## src/rtl/popcount_cfu_arbiter.sv

```systemverilog
// Round-robin arbiter sharing one 32-bit popcount unit between NREQ CFU ports,
// with a single registered response slot. Define POPCOUNT_ARB_HAMMING_EN for the XOR (Hamming) op.
module popcount_cfu_arbiter #(
    parameter int NREQ            = 4,
    parameter int CFU_FUNC_ID_W   = 1,
    parameter int CFU_REQ_DATA_W  = 32,
    parameter int CFU_RESP_DATA_W = 32,
    localparam int ID_W           = $clog2(NREQ)
) (
    input  logic                             clk,
    input  logic                             rst,
    input  logic [NREQ-1:0]                  req_valid,
    output logic [NREQ-1:0]                  req_ready,
    input  logic [NREQ*CFU_FUNC_ID_W-1:0]    req_func_id,
    input  logic [NREQ*CFU_REQ_DATA_W-1:0]   req_data0,
    input  logic [NREQ*CFU_REQ_DATA_W-1:0]   req_data1,
    output logic [NREQ-1:0]                  resp_valid,
    input  logic [NREQ-1:0]                  resp_ready,
    output logic [CFU_RESP_DATA_W-1:0]       resp_data,
    output logic [ID_W-1:0]                  resp_id
);

    function automatic logic [5:0] popcount32(input logic [31:0] v);
        logic [5:0] cnt;
        cnt = '0;
        for (int i = 0; i < 32; i++) begin
            cnt = cnt + 6'(v[i]);
        end
        return cnt;
    endfunction

    logic [ID_W-1:0]           last;
    logic [ID_W-1:0]           grant_idx;
    logic [ID_W-1:0]           scan_idx;
    logic                      grant_found;
    logic                      stage_free;
    logic                      accept;
    logic [NREQ-1:0]           grant_onehot;
    logic [CFU_REQ_DATA_W-1:0] op_data0;
    logic [CFU_REQ_DATA_W-1:0] op_data1;
    logic [CFU_REQ_DATA_W-1:0] op_operand;
    logic [5:0]                op_count;

    // ---- stage 0: arbitration and popcount (combinational) ----
    assign stage_free = !(|resp_valid) || resp_ready[resp_id];

    // Scan starts just after the previous winner, so the last winner gets lowest priority.
    always_comb begin
        grant_found = 1'b0;
        grant_idx   = '0;
        scan_idx    = '0;
        for (int i = 1; i <= NREQ; i++) begin
            scan_idx = ID_W'((int'(last) + i) % NREQ);
            if (!grant_found && req_valid[scan_idx]) begin
                grant_found = 1'b1;
                grant_idx   = scan_idx;
            end
        end
    end

    assign grant_onehot = NREQ'(1) << grant_idx;
    assign accept       = grant_found && stage_free;
    assign req_ready    = accept ? grant_onehot : '0;

    assign op_data0 = req_data0[grant_idx*CFU_REQ_DATA_W +: CFU_REQ_DATA_W];
    assign op_data1 = req_data1[grant_idx*CFU_REQ_DATA_W +: CFU_REQ_DATA_W];

`ifdef POPCOUNT_ARB_HAMMING_EN
    logic func_hamming;
    logic unused_func_bits;
    assign func_hamming     = req_func_id[grant_idx*CFU_FUNC_ID_W];
    assign unused_func_bits = ^req_func_id;
    assign op_operand       = func_hamming ? (op_data0 ^ op_data1) : op_data0;
`else
    // Without the Hamming op, operand 1 and the function id have no effect.
    logic unused_inputs;
    assign unused_inputs = ^{op_data1, req_func_id};
    assign op_operand    = op_data0;
`endif

    assign op_count = popcount32(op_operand);

    // ---- stage 1: registered response slot ----
    always_ff @(posedge clk or posedge rst) begin
        if (rst) begin
            resp_valid <= '0;
            resp_data  <= '0;
            resp_id    <= '0;
            last       <= ID_W'(NREQ - 1);
        end else if (accept) begin
            resp_valid <= grant_onehot;
            resp_data  <= CFU_RESP_DATA_W'(op_count);
            resp_id    <= grant_idx;
            last       <= grant_idx;
        end else if (stage_free) begin
            resp_valid <= '0;
        end
    end

endmodule

```

## config.mk

```make
export PLATFORM = sky130hd
export DESIGN_NAME = popcount_cfu_arbiter
export DESIGN_NICKNAME = d
export VERILOG_FILES = /design/src/rtl/popcount_cfu_arbiter.sv
export SDC_FILE = /design/constraint.sdc
export NUM_CORES = 1
export LEC_CHECK = 0
export ABC_CLOCK_PERIOD_IN_PS = 9470
export CAP_MARGIN = 40
export CORE_AREA = 8 8 115 117
export CTS_CLUSTER_DIAMETER = 50
export DETAILED_ROUTE_END_ITERATION = 8
export DIE_AREA = 0 0 123 125
export HOLD_SLACK_MARGIN = 0.02
export PLACE_DENSITY = 0.76
export SYNTH_ARGS = -nofsm -noshare
export SYNTH_HDL_FRONTEND = slang
export SYNTH_SLANG_ARGS = --single-unit
```

## constraint.sdc

```tcl
create_clock -name clk -period 9.47 [get_ports clk]
set_input_delay 1.894 -clock clk [delete_from_list [all_inputs] [get_ports clk]]
set_output_delay 1.894 -clock clk [all_outputs]
set_load 0.005 [all_outputs]
```

==> impl_metrics.env, run 1 <==
export IMPL_status="completed"
export IMPL_die_y_um=125
export IMPL_grt_pass1_wl_mm=14.8
export IMPL_ys_ff_latch=14
export IMPL_slew_headroom_pct=48.0
export IMPL_regArea_um2=353
export IMPL_synth_cell_types=35
export IMPL_n_fill_cell=1192
export IMPL_r2r_end="resp_data[4]$_DFFE_PP0P_"
export IMPL_vias=2806
export IMPL_antenna_found_initial=0
export IMPL_end_kind="flop"
export IMPL_fmaxAchievable_ghz=0.121
export IMPL_dp_hpwl_mm=8.45
export IMPL_hold_class="flop to flop"
export IMPL_reg2reg_from="last[1]$_DFFE_PP1P_"
export IMPL_ios=312
export IMPL_core_um2=11600
export IMPL_cap_violations=0
export IMPL_drtAntennaViolNets=0
export IMPL_overflow=0
export IMPL_dieArea_um2=15400
export IMPL_clockBufferDepth=2
export IMPL_hold_violations=0
export IMPL_ys_seq_area_share_pct=13.8
export IMPL_clk_pin_slew_ps=50
export IMPL_portBuffers=153
export IMPL_crit_path_max_fanout=26
export IMPL_reg2reg_depth=19
export IMPL_cts_sinks=14
export IMPL_start_util_pct=22.0
export IMPL_routabilityCongestion=0.832
export IMPL_slew_violations=0
export IMPL_postCtsSetupRepairBufs=0
export IMPL_setup_viol=0
export IMPL_worst_skew_pair_late_latency_ps=240
export IMPL_grt_pass1_vias=2913
export IMPL_dr_first_iter_drc_count=105
export IMPL_diodes=0
export IMPL_drc_errors=0
export IMPL_synthArstFlopShare_pct=100
export IMPL_worstPathRequired_ps=9590
export IMPL_wire_per_inst_um=15.8
export IMPL_finClkSkew_ps=2.68
export IMPL_areaGrowthSynthToFinish_pct=64.8
export IMPL_synth_edf_count=0
export IMPL_die_w_um=123
export IMPL_rsz0062_at_grt="no"
export IMPL_cts_buffers=3
export IMPL_cts_hold_buf=0
export IMPL_cp_start_kind="input port"
export IMPL_worstMarginPinSlew_ps=778
export IMPL_synth_area_um2=2550
export IMPL_finalCritPeriodShare_pct=87.0
export IMPL_netlist_instances=340
export IMPL_startpoint="req_valid[3]"
export IMPL_crit_path_end="resp_data[4]$_DFFE_PP0P_"
export IMPL_worstHoldStart="resp_data[4]$_DFFE_PP0P_"
export IMPL_yosysWarnings=0
export IMPL_num_rows=40
export IMPL_wl_mm=9.90
export IMPL_rrSetupSlack_ps=2900
export IMPL_root_buffer="clkbuf_16"
export IMPL_grt_util_all_layers_pct=12.0
export IMPL_dr_pass1_iters=5
export IMPL_tns_ps=0
export IMPL_multi_input_area_um2=1860
export IMPL_whs_path_depth=2
export IMPL_htreeDepth=1
export IMPL_path_class="input port to flop"
export IMPL_via_per_inst=4.48
export IMPL_grt_max_degree=65
export IMPL_syn_avg_cell_area_um2=7.51
export IMPL_cts_resized=0
export IMPL_layout_drive_gt1_share_pct=4.58
export IMPL_arrival_ps=8350
export IMPL_nets=782
export IMPL_cts_tree="built"
export IMPL_ys_dominant_reg_cell="dfrtp_1"
export IMPL_min_period_ps=8240
==> per-stage QoR <==
stage	cell area [um^2]	setup WS, ps	utilization [%]	instances	hold WS [ps]
2_1_floorplan	2650	2100	-	365	469
3_3_place_gp	4090	851	35.3	622	472
3_5_place_dp	4120	972	35.5	623	479
4_1_cts	4210	1180	36.3	627	497
5_1_grt	4210	878	36.3	627	523
6_report	4210	1230	36.3	627	494
==> synth_stat cells, types with 2 or more instances <==
| cell | n | area share, % |
|---|---|---|
| a32oi_1 | 9 | 3.1 |
| nor2_1 | 5 | 0.73 |
| o21ai_0 | 5 | 0.98 |
| xor2_1 | 2 | 0.69 |
| inv_1 | 28 | 4.1 |
| o22a_1 | 2 | 0.69 |
| buf_6 | 3 | 1.3 |
| a32o_1 | 23 | 9.0 |
| fa_1 | 24 | 19 |
| buf_2 | 16 | 3.1 |
| nand2b_1 | 3 | 0.73 |
| o22ai_1 | 2 | 0.49 |
| buf_4 | 29 | 8.5 |
| nand2_1 | 109 | 16 |
| ha_1 | 7 | 3.4 |
| a21o_1 | 2 | 0.59 |
| clkbuf_1 | 3 | 0.44 |
| dfstp_2 | 2 | 2.1 |
| o21bai_1 | 2 | 0.59 |
| a21oi_1 | 36 | 7.1 |
| o21ai_1 | 2 | 0.39 |
| dfrtp_1 | 12 | 12 |
| mux2_2 | 2 | 0.88 |
==> placed cells by master, fill, tap and decap left out, types with 3 or more instances in the layout <==
cell type,instances
clkbuf_16,3
conb_1,26
clkdlybuf4s50_1,153
nand2b_1,3
buf_4,8
a21oi_1,36
nand2_1,109
a32oi_1,9
inv_1,28
dfrtp_1,12
a32o_1,23
fa_1,24
ha_1,7
nor2_1,5
o21ai_0,5
==> cell type report <==
cell class	count	share of cell area (%)
flip-flops and latches	14	8.38
repair buffers	162	38.5
inverters	28	2.50
multi-input cells	272	44.2
well taps	147	4.37
clock buffers	4	2.11
==> logic make-up after synthesis <==
logic type,count (synthesis),synth area share [%]
buf+inv,79,17.5
other cells,1,0.147
compound gates,84,23.2
xor+xnor,3,1.03
mux,4,2.15
simple gates,124,19.9
fa+ha+maj,31,22.2
flops,14,13.8
==> metal layers <==
| metal | vias to the layer above | share of wire [%] | track usage (%) |
|---|---|---|---|
| met5 | - | 0 | 0 |
| met4 | 0 | 0.58 | 1.98 |
| met3 | 4 | 13 | 5.13 |
| met2 | 136 | 44 | 19.5 |
| met1 | 1297 | 43 | 14.4 |
| li1 | 1369 | - | - |
==> state kept, by name, summed over array words and instances (netlist names) <==
name        count
last            2
resp_data       6
resp_id         2
resp_valid      4
==> worst min-delay path by stage <==
| stage | slack, ps | to |
|---|---|---|
| floorplan | 470 | last[0]$_DFFE_PP1P_ |
| global placement | 470 | resp_data[4]$_DFFE_PP0P_ |
| detailed placement | 480 | resp_data[2]$_DFFE_PP0P_ |
| CTS | 500 | resp_data[2]$_DFFE_PP0P_ |
| global route | 520 | resp_data[2]$_DFFE_PP0P_ |
| finish | 490 | resp_data[4]$_DFFE_PP0P_ |
==> critical path, stage by stage <==
cell	delay (ps)
clkdlybuf4s50_1	560
nand2b_1	100
a21boi_1	160
o21ai_4	620
buf_4	300
a21oi_1	60
a32o_1	230
fa_1	530
fa_1	450
fa_1	520
fa_1	530
fa_1	530
fa_1	570
inv_1	50
ha_1	210
fa_1	410
a21o_1	200
a21oi_1	180
xor2_1	150
o21ai_0	80
Power of run 1 is not shown: default switching activity piles up to over one toggle a cycle in this logic, so the estimate is an artifact.
==> inputs of run 2 (changes only) <==
- ABC_CLOCK_PERIOD_IN_PS: 9470 -> 7840
- CORE_AREA: 8 8 115 117 -> 2 2 120 122
- DIE_AREA: 0 0 123 125 -> 0 0 122 124
- PLACE_DENSITY: 0.76 -> 0.65
- clock period: 9.47 -> 7.84 ns (I/O delays scaled with it)
==> run 2 against run 1 <==
  * Core utilization down 4.7 points
  * Clock skew about the same
  * Cell count increased by 6.1%
  * Critical endpoint unchanged
  * Via count up 0.75%
  * Critical path depth is the same
  * Critical path type unchanged
  * Sequential share of layout area shrank 0.24 points
  * Flip-flop and latch count stayed put
  * Wire length decreased by 8.3%
  * Die area decreased by 1.6%
  * Final area grew 2.9%
  * Hold slack better by 6.4 ps
  * Clock-buffer cell count down 1
==> impl_metrics.env, run 2 (synthesis results as in run 1) <==
export IMPL_drc_errors=0
export IMPL_min_period_ps=7500
export IMPL_r2r_end="resp_data[4]$_DFFE_PP0P_"
export IMPL_cts_hold_buf=0
export IMPL_htreeDepth=1
export IMPL_reg2reg_depth=19
export IMPL_wl_mm=9.08
export IMPL_top_register="resp_data"
export IMPL_routabilityCongestion=0.759
export IMPL_layout_drive_gt1_share_pct=5.77
export IMPL_via_per_inst=4.25
export IMPL_ios=312
export IMPL_path_class="input port to flop"
export IMPL_num_rows=43
export IMPL_vias=2827
export IMPL_worst_skew_pair_late_latency_ps=250
export IMPL_antenna_found_initial=1
export IMPL_cp_start_kind="input port"
export IMPL_grt_util_all_layers_pct=11.4
export IMPL_reg2reg_from="last[1]$_DFFE_PP1P_"
export IMPL_status="completed"
export IMPL_root_buffer="clkbuf_16"
export IMPL_wire_per_inst_um=13.7
export IMPL_clk_pin_slew_ps=50
export IMPL_largest_reg_flops=6
export IMPL_die_w_um=122
export IMPL_cts_tree="built"
export IMPL_areaGrowthSynthToFinish_pct=69.6
export IMPL_hold_ws_ps=501
export IMPL_worstPathRequired_ps=7960
export IMPL_slew_headroom_pct=51.4
export IMPL_fmaxAchievable_ghz=0.133
export IMPL_top_regs="resp_data: 6 flops, resp_valid: 4 flops"
export IMPL_nets=788
export IMPL_final_common_cell="clkdlybuf4s50_1"
export IMPL_worstHoldStart="resp_data[5]$_DFFE_PP0P_"
export IMPL_hold_class="flop to flop"
export IMPL_worstMarginPinSlew_ps=725
export IMPL_setup_viol=0
export IMPL_layout_common_cells="153 x clkdlybuf4s50_1, 109 x nand2_1, 36 x a21oi_1"
export IMPL_dr_pass1_iters=4
export IMPL_crit_path_max_fanout=48
export IMPL_whs_path_depth=2
export IMPL_grt_pass1_wl_mm=13.6
export IMPL_portBuffers=153
export IMPL_core_um2=13700
export IMPL_slew_violations=0
export IMPL_dr_first_iter_drc_count=79
export IMPL_grt_max_degree=49
export IMPL_postCtsSetupRepairBufs=0
export IMPL_finalCritPeriodShare_pct=95.6
export IMPL_grt_pass1_vias=2825
export IMPL_start_util_pct=18.6
export IMPL_finClkSkew_ps=2.74
export IMPL_hold_violations=0
export IMPL_overflow=0
export IMPL_die_y_um=124
export IMPL_dieArea_um2=15100
export IMPL_rrSetupSlack_ps=1610
export IMPL_drtAntennaViolNets=0
export IMPL_startpoint="req_valid[0]"
export IMPL_n_fill_cell=1451
export IMPL_rsz0062_at_grt="no"
export IMPL_cts_sinks=14
export IMPL_tns_ps=0
export IMPL_end_kind="flop"
export IMPL_dp_hpwl_mm=7.72
export IMPL_cts_buffers=3
export IMPL_diodes=0
export IMPL_hold_end="resp_data[5]$_DFFE_PP0P_"
export IMPL_clockBufferDepth=2
export IMPL_arrival_ps=7620
export IMPL_cts_resized=0
export IMPL_cap_violations=0
-- run 2: changes by cell type in the layout (fill, tap and decap cells not counted), sizes merged --
cell | previous run | this run
buf | 9 | 15
clkbuf | 4 | 3
-- run 2: cell type report --
| class | count | area (um^2) | share of cell area (%) |
|---|---|---|---|
| Tap cell | 180 | 225 | 5.20 |
| Inverter | 28 | 105 | 2.43 |
| Timing Repair Buffer | 168 | 1710 | 39.4 |
| Sequential cell | 14 | 353 | 8.14 |
| Multi-Input combinational cell | 272 | 1870 | 43.1 |
| Clock buffer | 3 | 75.1 | 1.73 |
-- run 2: critical path: stages --
cell             delay, ps
clkdlybuf4s50_1        500
nor2_1                  70
o22a_1                 220
nand3b_1               200
buf_12                 240
nand2_1                 80
a32o_1                 290
fa_1                   570
fa_1                   440
fa_1                   520
fa_1                   530
fa_1                   530
fa_1                   560
inv_1                   50
ha_1                   210
fa_1                   390
a21o_1                 190
a21oi_1                160
xor2_1                 160
o21ai_0                100
-- run 2: routing by layer --
layer	GRT usage [%]	wire length, um	part of all wire [%]	vias up
met5	0	8	0.088	-
met4	2.37	83	0.91	2
met3	1.97	844	9.3	9
met2	18.7	3930	43	137
met1	15.8	4220	46	1301
li1	-	-	-	1378
-- run 2: how the worst max path moves through the flow --
stage                                     to  slack (ps)  cells past startpoint
global placement    resp_data[4]$_DFFE_PP0P_          40                     20
finish              resp_data[4]$_DFFE_PP0P_         340                     20
global route        resp_data[4]$_DFFE_PP0P_           6                     21
CTS                 resp_data[4]$_DFFE_PP0P_         250                     20
detailed placement  resp_data[4]$_DFFE_PP0P_          40                     20
floorplan           resp_data[4]$_DFFE_PP0P_         790                     20
-- run 2: per-stage QoR --
stage / cell area (um^2) / utilization (%) / setup WS (ps) / cells
6_report: 4330 / 31.6 / 342 / 665
3_3_place_gp: 4250 / 31.0 / 43.8 / 662
2_1_floorplan: 2650 / - / 793 / 365
3_5_place_dp: 4250 / 31.0 / 40.7 / 662
5_1_grt: 4330 / 31.6 / 5.98 / 665
4_1_cts: 4330 / 31.5 / 253 / 665
Power of run 2 is left out for the same reason.
